### config.mk
export PLATFORM = sky130hd
export DESIGN_NAME = multicycle_ctrl
export DESIGN_NICKNAME = d
export VERILOG_FILES = /design/src/rtl/multicycle_ctrl.sv
export SDC_FILE = /design/constraint.sdc
export NUM_CORES = 1
export LEC_CHECK = 0
export ABC_AREA = 1
export CAP_MARGIN = 20
export CORE_ASPECT_RATIO = 0.7
export CORE_MARGIN = 8
export CORE_UTILIZATION = 40
export CTS_CLUSTER_DIAMETER = 100
export DETAILED_ROUTE_END_ITERATION = 6
export PLACE_DENSITY_LB_ADDON = 0.25
export SKIP_CTS_REPAIR_TIMING = 1
export SLEW_MARGIN = 10
export SYNTH_ARGS = -nofsm -noshare
export SYNTH_HDL_FRONTEND = slang
export SYNTH_SLANG_ARGS = --single-unit
### constraint.sdc
create_clock -name clk -period 1.4 [get_ports clk]
set_clock_uncertainty 0.15 [all_clocks]
set_input_delay 0.14 -clock clk [delete_from_list [all_inputs] [get_ports clk]]
set_output_delay 0.14 -clock clk [all_outputs]
set_load 0.005 [all_outputs]
### src/rtl/multicycle_ctrl.sv
// multicycle_ctrl: main control unit of the multicycle MIPS core.
// A Moore FSM sequences fetch/decode/execute/memory/write-back. Its control
// word is registered alongside the state. The ALU decoder turns alu_op and
// funct into the ALU function code.
module multicycle_ctrl (
    input  logic       clk,
    input  logic       reset,
    input  logic [5:0] op,
    input  logic [5:0] funct,
    input  logic       zero,
    output logic       pc_en,
    output logic       iord,
    output logic       mem_write,
    output logic       ir_write,
    output logic       reg_dst,
    output logic       mem_to_reg,
    output logic       reg_write,
    output logic       alu_src_a,
    output logic [1:0] alu_src_b,
    output logic [1:0] pc_src,
    output logic [2:0] alu_control,
    output logic       instr_done,
    output logic       illegal_op,
    output logic [3:0] state
);

    typedef enum logic [3:0] {
        S_FETCH   = 4'd0,
        S_DECODE  = 4'd1,
        S_MEMADR  = 4'd2,
        S_MEMRD   = 4'd3,
        S_MEMWB   = 4'd4,
        S_MEMWR   = 4'd5,
        S_EXECUTE = 4'd6,
        S_ALUWB   = 4'd7,
        S_BEQ     = 4'd8,
        S_ADDIEX  = 4'd9,
        S_ADDIWB  = 4'd10,
        S_JUMP    = 4'd11
    } state_t;

    localparam logic [5:0] OP_LW    = 6'b100011;
    localparam logic [5:0] OP_SW    = 6'b101011;
    localparam logic [5:0] OP_RTYPE = 6'b000000;
    localparam logic [5:0] OP_BEQ   = 6'b000100;
    localparam logic [5:0] OP_ADDI  = 6'b001000;
    localparam logic [5:0] OP_J     = 6'b000010;

    typedef struct packed {
        logic       iord;
        logic       mem_write;
        logic       ir_write;
        logic       reg_dst;
        logic       mem_to_reg;
        logic       reg_write;
        logic       alu_src_a;
        logic [1:0] alu_src_b;
        logic [1:0] pc_src;
        logic [1:0] alu_op;
        logic       pc_write;
        logic       branch;
        logic       instr_done;
    } ctrl_t;

    state_t     r_state;
    ctrl_t      r_ctrl;
    state_t     w_next;
    logic       w_illegal;
    logic [2:0] w_alu_control;

    function automatic logic op_supported(input logic [5:0] opc);
        op_supported = (opc == OP_LW) || (opc == OP_SW) || (opc == OP_RTYPE) ||
                       (opc == OP_BEQ) || (opc == OP_ADDI) || (opc == OP_J);
    endfunction

    // Unused encodings 12-15 fall through to the default and recover to FETCH.
    function automatic state_t next_state(input state_t s, input logic [5:0] opc);
        next_state = S_FETCH;
        case (s)
            S_FETCH:   next_state = S_DECODE;
            S_DECODE: begin
                case (opc)
                    OP_LW, OP_SW: next_state = S_MEMADR;
                    OP_RTYPE:     next_state = S_EXECUTE;
                    OP_BEQ:       next_state = S_BEQ;
                    OP_ADDI:      next_state = S_ADDIEX;
                    OP_J:         next_state = S_JUMP;
                    default:      next_state = S_FETCH;
                endcase
            end
            S_MEMADR:  next_state = (opc == OP_LW) ? S_MEMRD : S_MEMWR;
            S_MEMRD:   next_state = S_MEMWB;
            S_EXECUTE: next_state = S_ALUWB;
            S_ADDIEX:  next_state = S_ADDIWB;
            default:   next_state = S_FETCH;
        endcase
    endfunction

    // Control word asserted while the FSM sits in state s.
    function automatic ctrl_t ctrl_for(input state_t s);
        ctrl_t c;
        c = '0;
        case (s)
            S_FETCH: begin
                c.alu_src_b = 2'b01;
                c.ir_write  = 1'b1;
                c.pc_write  = 1'b1;
            end
            S_DECODE:  c.alu_src_b = 2'b11;
            S_MEMADR, S_ADDIEX: begin
                c.alu_src_a = 1'b1;
                c.alu_src_b = 2'b10;
            end
            S_MEMRD:   c.iord = 1'b1;
            S_MEMWB: begin
                c.mem_to_reg = 1'b1;
                c.reg_write  = 1'b1;
                c.instr_done = 1'b1;
            end
            S_MEMWR: begin
                c.iord       = 1'b1;
                c.mem_write  = 1'b1;
                c.instr_done = 1'b1;
            end
            S_EXECUTE: begin
                c.alu_src_a = 1'b1;
                c.alu_op    = 2'b10;
            end
            S_ALUWB: begin
                c.reg_dst    = 1'b1;
                c.reg_write  = 1'b1;
                c.instr_done = 1'b1;
            end
            S_BEQ: begin
                c.alu_src_a  = 1'b1;
                c.alu_op     = 2'b01;
                c.pc_src     = 2'b01;
                c.branch     = 1'b1;
                c.instr_done = 1'b1;
            end
            S_ADDIWB: begin
                c.reg_write  = 1'b1;
                c.instr_done = 1'b1;
            end
            S_JUMP: begin
                c.pc_src     = 2'b10;
                c.pc_write   = 1'b1;
                c.instr_done = 1'b1;
            end
            default: c = '0;
        endcase
        return c;
    endfunction

    // Next-state selection; op is only meaningful in DECODE and MEMADR.
    always_comb begin
        w_next = next_state(r_state, op);
    end

    // State register with the control word registered for the state being entered.
    always_ff @(posedge clk) begin
        if (reset) begin
            r_state <= S_FETCH;
            r_ctrl  <= ctrl_for(S_FETCH);
        end else begin
            r_state <= w_next;
            r_ctrl  <= ctrl_for(w_next);
        end
    end

    // ALU decoder: funct only matters when the FSM requests an R-type operation.
    always_comb begin
        w_alu_control = 3'b010;
        case (r_ctrl.alu_op)
            2'b00: w_alu_control = 3'b010;
            2'b01: w_alu_control = 3'b110;
            2'b10: begin
                case (funct)
                    6'b100000: w_alu_control = 3'b010;
                    6'b100010: w_alu_control = 3'b110;
                    6'b100100: w_alu_control = 3'b000;
                    6'b100101: w_alu_control = 3'b001;
                    6'b101010: w_alu_control = 3'b111;
                    default:   w_alu_control = 3'b010;
                endcase
            end
            default: w_alu_control = 3'b010;
        endcase
    end

    assign w_illegal = (r_state == S_DECODE) && !op_supported(op);

    // Write enables are squashed while reset is held so an aborted
    // instruction cannot commit anything.
    assign pc_en       = ~reset & (r_ctrl.pc_write | (r_ctrl.branch & zero));
    assign iord        = r_ctrl.iord;
    assign mem_write   = ~reset & r_ctrl.mem_write;
    assign ir_write    = ~reset & r_ctrl.ir_write;
    assign reg_dst     = r_ctrl.reg_dst;
    assign mem_to_reg  = r_ctrl.mem_to_reg;
    assign reg_write   = ~reset & r_ctrl.reg_write;
    assign alu_src_a   = r_ctrl.alu_src_a;
    assign alu_src_b   = r_ctrl.alu_src_b;
    assign pc_src      = r_ctrl.pc_src;
    assign alu_control = w_alu_control;
    assign instr_done  = r_ctrl.instr_done;
    assign illegal_op  = ~reset & w_illegal;
    assign state       = r_state;

endmodule

==> summary.md <==
| Metric | Value |
|---|---|
| CTS clk-pin slew, worst paths | 0.08 ns |
| Max cap viols | 0 |
| Synth Register Bits | 19 |
| Endpoint class of the critical path | register |
| Hold endpoint | alu_src_b[0]$_SDFF_PP1_ |
| Residual DRC | 0 |
| Initial antenna violation count | 0 |
| Status | finished, violations left |
| Failing checks | setup timing |
| Slew @ Worst Pin | 0.303 ns |
| R2r endpoint | alu_src_b[1]$_SDFF_PP0_ |
| I/O Buffers | 35 |
| Slowest CP cell | dfxtp_2 |
| CP cell instances | buf_6, nand2_2, inv_2, nand2_4, nand2_2, inv_2, nand2_4, a21oi_4, nand2_2, or2_1, a21oi_2 |
| Maximum vdd drop | 453 uV |
| Reg2reg setup slack | -0.29 ns |
| CP peak stage delay | 0.34 ns |
| Routed Wire Length | around 4200 um |
| Skew-Pair Late Insertion Delay | between 0.2 and 0.3 ns |
| Chip height | a little under 60 um |
| Share of cells above drive strength 1 | 54.2% |
| Layout Nets | 232 |
| Post-Syn Area | 1070 um2 |
| CP arrival | 1.73 ns |
| Lkg Pwr | 1.14 nW |
| Placed cells | 239 |
| First-pass GRT wire length | 4640 um |
| Initial DRC Count | 61 |
| Sink Count | 19 |
| HPWL Detailed | 2280 um |
| Sequential-to-total area share from yosys stat | 35.4% |
| Final period utilization | 121% |
| Routability cong. | ~0.81 |
| Core ar. | 2510 um2 |
| Largest cells by area after synthesis | dfxtp_1 (35%), nor2_1 (9.8%), inv_1 (7.3%) |
| H-tree Lvls | 1 |
| FF-to-FF path depth | 11 |
| Max Buffers Root-to-Sink | 2 |
| Unique cell type count in the Yosys netlist | 28 |
| Most frequent CP cell | nand2_2 |
| Worst Path Required | approximately 1.4 ns |
| Syn nets | ~170 |
| Cell accounting for the most synthesized area | dfxtp_1 |
| Pwr dens | between 600 and 700 nW/um2 |
| CTS tree | built |
| Startpoint Class | register |
| Hold path start | reset |
| Diodes inserted | 0 |
| Root Driver | clkbuf_8 |
| Max reg flops | 7 |
| Largest net degree at the start of global routing | 11 |
| Die Wd | just under 80 um |
| Layout area overhead | 85.9% |
| Final min period | 1.69 ns |
| Most frequent cells in the layout | dlymetal6s2s_1 (23), buf_4 (21), nor2_1 (15) |
| Tot GR Track Use | about an eighth |
| Row count | 15 |
| Grt ovf | 0 |
| Slew HR | 79.6% |
| Area of the multi-input gates | about 750 um2 |
| Via count | between 1,000 and 1,500 |
| Reg2reg start | state[2]$_SDFF_PP0_ |
| Drt first pass iters | 4 |
| RSZ-0062 raised after global routing | true |
| Wire per inst | ~17 um |
| I/O Pins | 36 |
| DR vias/cell | 5.07 |
| Setup WS post-layout | -0.291 ns |
| Synthesized area per cell | between 7 and 8 um2 |
| TNS Setup | -2.82 ns |
| Vias in the first global route | ~1,100 |
| Critical path type | reg2reg |
| Crit Path Max Fanout | 5 |
| Worst min path class | in2reg |
| Fmax | 591 MHz |
| Final antenna-violating net count | 0 |
| Final hold violation count | 0 |
| Final cell count without fillers | 248 |
| Initial Utilization | 42.7% |
| Yosys warning count | 0 |
| Synth top area share | 35.4% |
| Syn Inst Count | 150 |
| Fillers | 162 |
| Hold path depth | 4 |
| Final Max Slew Viols | 0 |
| Most common cell after layout, fill and taps aside | dlymetal6s2s_1 |
| Register Area | 395 um2 |
| CP startpoint | state[2]$_SDFF_PP0_ |
| Total Die Area | 4620 um2 |
| Largest Register | r_ctrl |
| Final setup vio count | 17 |
| TritonCTS Buffers | 3 |
Yosys cell counts, drive strengths merged:
library cell / count
a21oi: 4
a31oi: 2
a41oi: 1
buf: 4
clkbuf: 2
dfxtp: 19
ha: 2
inv: 26
nand2: 29
nand3: 12
nand3b: 1
nand4: 1
nor2: 33
nor3: 6
nor4: 1
o21ba: 1
o311ai: 1
or2: 4
or3: 1
layout make-up:
cell class	instances	share of cell area, %
Multi-Input combinational cell	99	37.8
Timing Repair Buffer	66	33.0
Sequential cell	19	19.8
Inverter	26	5.02
Clock buffer	4	2.26
Tap cell	34	2.13
critical path, delay by kind of cell, from the launching register on:
family                 cells  cell delay [ns]
buffers and inverters      3             0.23
flip-flops                 1             0.34
AND/OR/NAND/NOR            6             0.59
AO/OA/AOI/OAI              2             0.32
worst max path at each step:
stage,end,slack (ns)
2_1_floorplan,r_ctrl[2]$_SDFF_PP1_,-0.13
3_3_place_gp,alu_control[2],-0.69
3_5_place_dp,alu_control[0],-0.73
4_1_cts,alu_control[0],-0.73
5_1_grt,alu_src_a$_SDFF_PP0_,-0.35
6_report,alu_src_b[1]$_SDFF_PP0_,-0.29
per-layer routing:
layer | up-vias | wire, um | global-route usage [%]
met1 | 591 | 1660 | 14.0
li1 | 591 | - | -
met2 | 56 | 2080 | 20.0
met5 | - | 0 | 0
met4 | 0 | 178 | 2.62
met3 | 19 | 280 | 5.00
metrics by stage:
stage	hold WS [ns]	utilization [%]	worst slack, ns	power [mW]	instance area, um2
final	0.161	79.4	-0.291	1.25	2000
after global routing	0.193	79.4	-0.355	1.30	2000
after CTS	0.478	67.0	-0.729	1.18	1680
after detailed placement	0.489	65.2	-0.728	0.813	1640
after global placement	0.476	65.2	-0.687	0.806	1640
after floorplan	0.268	-	-0.130	0.683	1090
kinds of logic after synthesis:
group                      synth area share (%)
adders and majority gates                  2.33
AOI/OAI and AO/OA                          6.99
DFF                                        35.4
and+or+nand+nor                            42.7
buffers and inverters                      12.6
power breakdown:
group	switching, mW	internal (mW)	total [mW]
registers	0.0105	0.552	0.563
clock network	0.183	0.203	0.385
logic	0.156	0.148	0.305
total	0.349	0.903	1.25
Note: power is estimated with default switching activity, not from simulation.
